$ cat src/rtl/wb_uart_fifo.sv
// Wishbone UART slave with its own TX serializer and RX deserializer, RX/TX
// FIFOs, runtime baud divisor, sticky error flags and a maskable level interrupt.

module wb_uart_fifo_buf #(
  parameter int AW = 4
) (
  input  logic          clk,
  input  logic          rst,
  input  logic          push,
  input  logic [7:0]    din,
  input  logic          pop,
  output logic [7:0]    head,
  output logic [AW:0]   count,
  output logic          empty,
  output logic          push_ok
);
  logic [7:0]  mem [2**AW];
  logic [AW:0] wptr, rptr;
  logic        do_pop;

  assign count   = wptr - rptr;
  assign empty   = (count == '0);
  assign do_pop  = pop & ~empty;
  // A push into a full FIFO is still accepted when a pop frees the slot.
  assign push_ok = push & (~count[AW] | do_pop);
  assign head    = mem[rptr[AW-1:0]];

  // NOTE: the storage array has no reset; the pointers alone define which
  // entries are valid, and a resettable array would cost a flop per bit.
  always_ff @(posedge clk) begin
    if (push_ok) mem[wptr[AW-1:0]] <= din;
  end

  always_ff @(posedge clk or negedge rst) begin
    if (!rst) begin
      wptr <= '0;
      rptr <= '0;
    end else begin
      if (push_ok) wptr <= wptr + 1'b1;
      if (do_pop)  rptr <= rptr + 1'b1;
    end
  end
endmodule

module wb_uart_fifo #(
  parameter int          FIFO_AW     = 4,
  parameter logic [15:0] DEFAULT_DIV = 16'd433,
  parameter logic [3:0]  BASE        = 4'hF,
  parameter int          SYNC_STAGES = 2
) (
  input  logic        clk,
  input  logic        rst,
  input  logic        rx,
  output logic        tx,
  input  logic [15:0] dat_i,
  input  logic        cyc_i,
  input  logic        stb_i,
  input  logic [15:0] adr_i,
  input  logic        we_i,
  output logic        ack_o,
  output logic [15:0] dat_o,
  output logic        irq_o
);
  typedef enum logic [1:0] {S_IDLE, S_START, S_DATA, S_STOP} state_t;

  logic        sel, wr, rd;
  logic [1:0]  reg_sel;
  logic [15:0] div;
  logic [2:0]  ie;
  logic        rx_overrun, frame_err, tx_overflow;
  logic [15:0] rdata, status;
  logic        unused_adr;

  logic               tx_push, tx_pop, tx_empty, tx_push_ok, tx_full, tx_empty_idle;
  logic [7:0]         tx_head;
  logic [FIFO_AW:0]   tx_count;
  logic               rx_push, rx_pop, rx_empty, rx_push_ok;
  logic [7:0]         rx_head;
  logic [FIFO_AW:0]   rx_count;

  state_t      tx_state;
  logic [15:0] tx_cnt, tx_bdiv;
  logic [2:0]  tx_bit;
  logic [7:0]  tx_shift;
  logic        tx_tick, tx_load;

  state_t                 rx_state;
  logic [SYNC_STAGES-1:0] rx_sync;
  logic                   rx_s, rx_prev, rx_fall, rx_tick;
  logic [15:0]            rx_cnt, rx_half;
  logic [2:0]             rx_bit;
  logic [7:0]             rx_shift;

  assign unused_adr = ^adr_i[11:2];

  assign sel     = cyc_i & stb_i & (adr_i[15:12] == BASE) & ~ack_o;
  assign wr      = sel & we_i;
  assign rd      = sel & ~we_i;
  assign reg_sel = adr_i[1:0];

  assign tx_push = wr & (reg_sel == 2'd0);
  assign rx_pop  = rd & (reg_sel == 2'd0);

  wb_uart_fifo_buf #(.AW(FIFO_AW)) u_tx_fifo (
    .clk(clk), .rst(rst), .push(tx_push), .din(dat_i[7:0]), .pop(tx_pop),
    .head(tx_head), .count(tx_count), .empty(tx_empty), .push_ok(tx_push_ok)
  );

  wb_uart_fifo_buf #(.AW(FIFO_AW)) u_rx_fifo (
    .clk(clk), .rst(rst), .push(rx_push), .din(rx_shift), .pop(rx_pop),
    .head(rx_head), .count(rx_count), .empty(rx_empty), .push_ok(rx_push_ok)
  );

  assign tx_full       = tx_count[FIFO_AW];
  assign tx_empty_idle = tx_empty & (tx_state == S_IDLE);
  assign status = {8'(rx_count), 2'b00, tx_overflow, frame_err, rx_overrun,
                   tx_empty_idle, tx_full, ~rx_empty};

  // NOTE: every always_comb output gets a default first so no path can
  // leave it unassigned and infer a latch.
  always_comb begin
    rdata = '0;
    case (reg_sel)
      2'd0: rdata = {8'h00, rx_empty ? 8'h00 : rx_head};
      2'd1: rdata = status;
      2'd2: rdata = div;
      2'd3: rdata = {13'b0, ie};
      default: rdata = '0;
    endcase
  end

  // NOTE: sequential state uses non-blocking assignments so every flop
  // samples pre-edge values regardless of statement order.
  always_ff @(posedge clk or negedge rst) begin
    if (!rst) begin
      ack_o       <= 1'b0;
      dat_o       <= '0;
      div         <= DEFAULT_DIV;
      ie          <= '0;
      irq_o       <= 1'b0;
      rx_overrun  <= 1'b0;
      frame_err   <= 1'b0;
      tx_overflow <= 1'b0;
    end else begin
      ack_o <= sel;
      dat_o <= rd ? rdata : 16'h0000;
      if (wr && reg_sel == 2'd2) div <= dat_i;
      if (wr && reg_sel == 2'd3) ie  <= dat_i[2:0];
      if (wr && reg_sel == 2'd1) begin
        if (dat_i[3]) rx_overrun  <= 1'b0;
        if (dat_i[4]) frame_err   <= 1'b0;
        if (dat_i[5]) tx_overflow <= 1'b0;
      end
      // A new error in the same cycle as a clear wins.
      if (rx_push && !rx_push_ok) rx_overrun  <= 1'b1;
      if (rx_push && !rx_s)       frame_err   <= 1'b1;
      if (tx_push && !tx_push_ok) tx_overflow <= 1'b1;
      irq_o <= |(ie & {rx_overrun | frame_err | tx_overflow, tx_empty_idle, ~rx_empty});
    end
  end

  // TX: each state lasts tx_bdiv+1 clocks; the divisor is re-latched per bit.
  assign tx_tick = (tx_cnt == tx_bdiv);
  assign tx_load = ~tx_empty & ((tx_state == S_IDLE) | ((tx_state == S_STOP) & tx_tick));
  assign tx_pop  = tx_load;

  always_ff @(posedge clk or negedge rst) begin
    if (!rst) begin
      tx_state <= S_IDLE;
      tx       <= 1'b1;
      tx_cnt   <= '0;
      tx_bdiv  <= '0;
      tx_bit   <= '0;
      tx_shift <= '0;
    end else if (tx_load) begin
      tx_state <= S_START;
      tx       <= 1'b0;
      tx_shift <= tx_head;
      tx_cnt   <= '0;
      tx_bdiv  <= div;
    end else begin
      case (tx_state)
        S_START, S_DATA: begin
          if (tx_tick) begin
            tx_cnt  <= '0;
            tx_bdiv <= div;
            if (tx_state == S_DATA && tx_bit == 3'd7) begin
              tx_state <= S_STOP;
              tx       <= 1'b1;
            end else begin
              if (tx_state == S_DATA) tx_bit <= tx_bit + 3'd1;
              else                    tx_bit <= '0;
              tx_state <= S_DATA;
              tx       <= tx_shift[0];
              tx_shift <= tx_shift >> 1;
            end
          end else begin
            tx_cnt <= tx_cnt + 16'd1;
          end
        end
        S_STOP: begin
          if (tx_tick) tx_state <= S_IDLE;
          else         tx_cnt   <= tx_cnt + 16'd1;
        end
        default: ;
      endcase
    end
  end

  // RX: rx_cnt counts down to the next sample point.
  assign rx_s    = rx_sync[SYNC_STAGES-1];
  assign rx_fall = rx_prev & ~rx_s;
  assign rx_tick = (rx_cnt == '0);
  assign rx_half = 16'(({1'b0, div} + 17'd1) >> 1);
  assign rx_push = (rx_state == S_STOP) & rx_tick;

  always_ff @(posedge clk or negedge rst) begin
    if (!rst) begin
      rx_sync  <= '1;
      rx_prev  <= 1'b1;
      rx_state <= S_IDLE;
      rx_cnt   <= '0;
      rx_bit   <= '0;
      rx_shift <= '0;
    end else begin
      rx_sync <= {rx_sync[SYNC_STAGES-2:0], rx};
      rx_prev <= rx_s;
      case (rx_state)
        S_IDLE: begin
          if (rx_fall) begin
            rx_bit <= '0;
            // With a one-clock bit the start bit is already sampled on detection.
            if (rx_half == '0) begin
              rx_state <= S_DATA;
              rx_cnt   <= div;
            end else begin
              rx_state <= S_START;
              rx_cnt   <= rx_half - 16'd1;
            end
          end
        end
        S_START: begin
          if (!rx_tick)  rx_cnt   <= rx_cnt - 16'd1;
          else if (rx_s) rx_state <= S_IDLE;
          else begin
            rx_state <= S_DATA;
            rx_cnt   <= div;
          end
        end
        S_DATA: begin
          if (!rx_tick) rx_cnt <= rx_cnt - 16'd1;
          else begin
            rx_shift <= {rx_s, rx_shift[7:1]};
            rx_cnt   <= div;
            if (rx_bit == 3'd7) rx_state <= S_STOP;
            else                rx_bit   <= rx_bit + 3'd1;
          end
        end
        S_STOP: begin
          if (!rx_tick) rx_cnt   <= rx_cnt - 16'd1;
          else          rx_state <= S_IDLE;
        end
        default: rx_state <= S_IDLE;
      endcase
    end
  end
endmodule
$ cat config.mk
export PLATFORM = sky130hd
export DESIGN_NAME = wb_uart_fifo
export DESIGN_NICKNAME = d
export VERILOG_FILES = /design/src/rtl/wb_uart_fifo.sv
export SDC_FILE = /design/constraint.sdc
export NUM_CORES = 1
export LEC_CHECK = 0
export ABC_AREA = 1
export CAP_MARGIN = 20
export CORE_ASPECT_RATIO = 0.8
export CORE_MARGIN = 2
export CORE_UTILIZATION = 62
export CTS_CLUSTER_DIAMETER = 150
export DETAILED_ROUTE_END_ITERATION = 7
export PLACE_DENSITY = 0.78
export SLEW_MARGIN = 15
export SYNTH_ARGS = -nofsm -noshare
export SYNTH_HDL_FRONTEND = slang
export SYNTH_HIERARCHICAL = 1
export SYNTH_SLANG_ARGS = --single-unit
$ cat constraint.sdc
create_clock -name clk -period 4.8 [get_ports clk]
set_input_delay 0.96 -clock clk [delete_from_list [all_inputs] [get_ports clk]]
set_output_delay 0.96 -clock clk [all_outputs]
set_load 0.1 [all_outputs]
==> flow_metrics.tcl, run 1 <==
set metrics [dict create \
    status "finished clean" \
    crit_fanout 11 \
    grtUsageMet1_pct 39.78 \
    wl_per_cell_um 18.34 \
    maxCapViolCount 0 \
    io_buffer_count 46 \
    grt_pass1_wl_um 70490 \
    cts.sinks 394 \
    start_util_pct 62.75 \
    area_growth_pct 9.905 \
    grt_pass1_vias 13760 \
    htreeDepth 2 \
    path_class "reg2reg" \
    clk_pin_slew_worst_paths_ps 60 \
    cts_hold_buf 0 \
    cp-startpoint "u_tx_fifo/rptr[3]$_DFFE_PN0P_" \
    critPathCaptureType "flop" \
    min_path_type "reg2reg" \
    cts_setup_buffers 0 \
    netlist_area_mm2 0.01897 \
    tns_ps 0 \
    grt_use_met2_pct 44.65 \
    grt-ovfl-total 0 \
    powerDensity_mw_per_mm2 374.8 \
    vias 14280 \
    slew_headroom_pct 28.99 \
    met3_usage_pct 4.767 \
    fp.dieH_um 160.5 \
    routed_wl_um 44300 \
    hold_viol 0 \
    max_freq_mhz 253.1 \
    rsz0062_at_grt "no" \
    r2r-end "u_tx_fifo/mem[5][7]$_DFFE_PP_" \
    firstDrtPassIters 6 \
    drc 0 \
    synth_warnings 6 \
    antenna_found_initial 0 \
    cts_tree "yes" \
    finalCritPeriodShare_pct 82.30 \
    cts_buffers 38 \
    syn_nets 2025 \
    setup_viol 0 \
    drv_slew 0 \
    start_kind "flop" \
    fp.coreArea_mm2 0.03024 \
    place_hpwl_um 29710 \
    busiest_layer "met2" \
    skew_ps 30.88 \
    cp.arrival_ps 4120 \
    io_pins 57 \
    cp_data_required_time_ps 4970 \
    hold_path_depth 0 \
    synthCells 1952 \
    ant_nets 0 \
    cts_max_path_buffers 3 \
    die-width_um 199.6 \
    drive_gt1_share_pct 6.940 \
    syn_avg_cell_area_um2 9.721 \
    p_leak_nw 8.298 \
    min_from "rx_sync[0]$_DFF_PN1_" \
    fin_crit_ps 3951 \
    diodes 0 \
    cts-resized-gates 0 \
    viasPerCell 5.912 \
    r2r_setup_slack_ps 850 \
    r2r_start "u_tx_fifo/rptr[3]$_DFFE_PN0P_" \
    hold_end "rx_sync[1]$_DFF_PN1_" \
    tightest_slew_ps 1064 \
    worstSkewPairLatency_ps 550 \
    fp-row-count 57 \
    power_mw 7.815 \
    r2r_cells 15 \
    vdd_drop_max_mv 0.2444 \
    grt_util_all_layers_pct 28.15 \
    fin_nets 2049 \
    place_congestion 0.9467 \
    drt_iter0_drc 1468 \
    cts_root_buffer "clkbuf_16" \
    grt_max_degree 89 \
    die_area_mm2 0.03203 \
]
## worst max-delay path by stage
stage,slack (ps),cells past startpoint,end
2_1_floorplan,1400,18,u_tx_fifo/mem[10][0]$_DFFE_PP_
6_report,850,15,u_tx_fifo/mem[5][7]$_DFFE_PP_
5_1_grt,600,17,u_tx_fifo/mem[5][7]$_DFFE_PP_
3_3_place_gp,750,15,u_rx_fifo/mem[8][1]$_DFFE_PP_
4_1_cts,880,17,u_tx_fifo/mem[5][7]$_DFFE_PP_
3_5_place_dp,670,15,u_rx_fifo/mem[13][6]$_DFFE_PP_
## power by group
part / switching, mW / total (mW) / leakage [nW] / internal (mW)
Sequential: 0.109 / 3.82 / 4.11 / 3.71
Combinational: 0.709 / 1.07 / 3.61 / 0.365
Clock: 1.24 / 2.92 / 0.586 / 1.68
## placed cells by master, fill, tap and decap left out, types with 26 or more instances in the layout
cell type and instances:
a21oi_1 72, clkbuf_16 39, clkdlybuf4s50_1 45, dfrtp_1 127
edfxtp_1 256, ha_1 33, inv_1 136, nand2_1 350
nand3_1 153, nor2_1 276, o211ai_1 37, o21ai_0 169
o21ai_1 26, o22ai_1 33, xor2_1 37
## flip-flops by register name (all words and copies together), names as in the netlist, 3 cells and up
register / flops
rx_shift: 8
rx_bit: 3
dat_o: 16
div: 16
u_rx_fifo/rptr: 5
tx_bit: 3
u_rx_fifo/mem: 128
u_tx_fifo/rptr: 5
rx_cnt: 16
tx_shift: 8
ie: 3
u_tx_fifo/mem: 128
u_tx_fifo/wptr: 5
tx_bdiv: 16
tx_cnt: 16
u_rx_fifo/wptr: 5
## cell type report
| type | count | area, um^2 |
|---|---|---|
| repair buffers | 60 | 566.8 |
| clock inverters | 18 | 181.4 |
| clock buffers | 49 | 1023 |
| fillers | 2252 | 9385 |
| well taps | 413 | 516.7 |
| inverters | 152 | 570.5 |
| flip-flops and latches | 394 | 11150 |
| multi-input cells | 1330 | 6840 |
## layer usage
metal | part of all wire (%) | routed length, um
met5 | 0 | 0
met4 | 3.1 | 1372
met3 | 8.3 | 3687
met2 | 47 | 20770
met1 | 42 | 18470
## critical path, stage by stage, from the launching register on
cell and delay [ps]:
dfrtp_1 390, inv_1 370, ha_1 370, a21oi_2 190
nand3_2 130, nand2_4 120, nor2_1 50, nand2_1 170
inv_1 80, inv_1 100, nand2_1 80, inv_1 70
inv_1 80, a21boi_4 400, nand2_1 260, nor2_1 710
## per-stage QoR
stage	util (%)	std cells	cell area, um^2	setup WS (ps)	hold WS, ps
after global routing	68.96	2416	20850	595.1	362.6
after floorplan	-	1952	18970	1404	345.2
after global placement	64.98	2349	19650	754.7	348.7
final	68.96	2416	20850	849.5	358.2
after detailed placement	64.98	2349	19650	672.1	353.4
after CTS	68.96	2416	20850	877.7	359.9
No activity file was read; power rests on OpenSTA's default activity.
==> run 2: changes to the inputs <==
clock period = 4 ns   (was 4.8 ns; I/O delays follow)
==> run 2 against run 1 <==
Against the previous run: sequential power increased by 20%; clock skew decreased by 12 ps; critical path depth increased by 2; clock-buffer cell count increased by 4; sequential share of layout area decreased by 0.95 points; flip-flop and latch count unchanged; first-iteration DRC count decreased by 3.3%; global-route usage increased by 0.74 points; maximum frequency increased by 7.0%.
==> flow_metrics.tcl, run 2 (synthesis results as in run 1) <==
set metrics [dict create \
    status "finished clean" \
    diodes 0 \
    cts_setup_buffers 0 \
    vias 14510 \
    placedCellCount 2372 \
    r2r_cells 17 \
    hold_viol 0 \
    pre_cts_slack_ps 278.7 \
    powerDensity_mw_per_mm2 458.0 \
    critPathCaptureType "flop" \
    rsz0062_at_grt "no" \
    fin_crit_ps 3693 \
    finalCritPeriodShare_pct 92.33 \
    io_pins 57 \
    drv_slew 0 \
    vdd_drop_max_mv 0.4431 \
    p_leak_nw 8.515 \
    wl_per_cell_um 18.64 \
    fp.dieH_um 160.5 \
    fp.coreArea_mm2 0.03024 \
    start_kind "flop" \
    busiest_layer "met2" \
    tightest_slew_ps 1058 \
    layout_common_cells "nand2_1, nor2_1, edfxtp_1" \
    worstSkewPairLatency_ps 550 \
    grt_use_met2_pct 45.61 \
    drive_gt1_share_pct 8.899 \
    cts_max_path_buffers 3 \
    cts_root_buffer "clkbuf_16" \
    fin_nets 2075 \
    viasPerCell 5.928 \
    clk_pin_slew_worst_paths_ps 60 \
    ant_nets 0 \
    drc 0 \
    area_growth_pct 11.88 \
    tns_ps 0 \
    drt_iter0_drc 1419 \
    firstDrtPassIters 8 \
    setup_viol 0 \
    cts_buffers 40 \
    place_congestion 0.9158 \
    slew_headroom_pct 29.37 \
    cts_tree "yes" \
    antenna_found_initial 0 \
    maxCapViolCount 0 \
    min_path_type "in2async" \
    grt_pass1_wl_um 71930 \
    die-width_um 199.6 \
    io_buffer_count 46 \
    grt_util_all_layers_pct 28.89 \
    place_hpwl_um 29700 \
    met3_usage_pct 4.368 \
    setup_ws_ps 306.7 \
    cts.sinks 394 \
    layout_commonest_cell "nand2_1" \
    cts_hold_buf 0 \
    grt_pass1_vias 13420 \
    htreeDepth 2 \
    cp.arrival_ps 3860 \
    fp-row-count 57 \
    die_area_mm2 0.03203 \
    grt-ovfl-total 0 \
    grtUsageMet1_pct 42.14 \
    start_util_pct 62.75 \
    cp_data_required_time_ps 4170 \
    power_mw 9.722 \
    fillCellCount 2228 \
    path_class "reg2reg" \
    hold_ws_ps 295.2 \
    routed_wl_um 45610 \
    grt_max_degree 79 \
    crit_fanout 8 \
    final_cells 2447 \
    max_freq_mhz 270.8 \
    skew_ps 18.96 \
]
==> run 2: metrics by stage <==
stage	utilization, %	instance area, um^2
final	70.20	21230
after global routing	70.20	21230
after CTS	70.11	21200
after detailed placement	65.59	19830
after global placement	65.59	19830
after floorplan	-	18970
==> run 2: worst max-delay path, stage by stage (launching register included) <==
cell      delay, ps
dfrtp_1         410
inv_1           160
ha_1            170
inv_1            60
fa_1            410
nand3_1         130
nand3_2         120
nand2_4         120
nor2_1           50
nand2_1         180
inv_1            80
inv_1            90
nand2_1          70
inv_1            70
inv_1            80
a21boi_4        310
nand2_1         200
nor2_1          610
==> run 2: timing repair <==
item / CTS / global route
setup endpoints to repair: 0 / 25
gates resized for setup: 0 / 3
hold endpoints to repair: 0 / 0
==> run 2: cell type report <==
| type | count | area, um^2 | area share [%] |
|---|---|---|---|
| multi-input cells | 1330 | 6848 | 32.26 |
| clock buffers | 53 | 1174 | 5.528 |
| well taps | 413 | 516.7 | 2.434 |
| clock inverters | 21 | 193.9 | 0.9135 |
| repair buffers | 84 | 772.0 | 3.636 |
| inverters | 152 | 570.5 | 2.688 |
| flip-flops and latches | 394 | 11150 | 52.54 |
==> run 2: path summary, 6_finish.rpt <==
kind	slack, ps	end	from
hold / removal	300	rx_cnt[11]$_DFFE_PN0P_	rst
min in group clk	360	rx_sync[1]$_DFF_PN1_	rx_sync[0]$_DFF_PN1_
setup / recovery	310	u_tx_fifo/mem[9][6]$_DFFE_PP_	u_tx_fifo/wptr[0]$_DFFE_PN0P_
setup reg to reg	310	u_tx_fifo/mem[9][6]$_DFFE_PP_	u_tx_fifo/wptr[0]$_DFFE_PN0P_
hold reg to reg	360	rx_sync[1]$_DFF_PN1_	rx_sync[0]$_DFF_PN1_
max in group asynchronous	2850	tx$_DFFE_PN1P_	rst
==> run 2: per-layer routing <==
| layer | vias up | routed length, um |
|---|---|---|
| met5 | - | 0 |
| met4 | 0 | 920 |
| met3 | 76 | 3579 |
| met2 | 614 | 21500 |
| met1 | 7025 | 19610 |
| li1 | 6790 | - |
==> run 2: where the power goes <==
group          switching, mW  total (mW)  internal [mW]
combinational          0.859        1.31          0.452
clock                   1.55        3.82           2.27
sequential             0.137        4.59           4.45
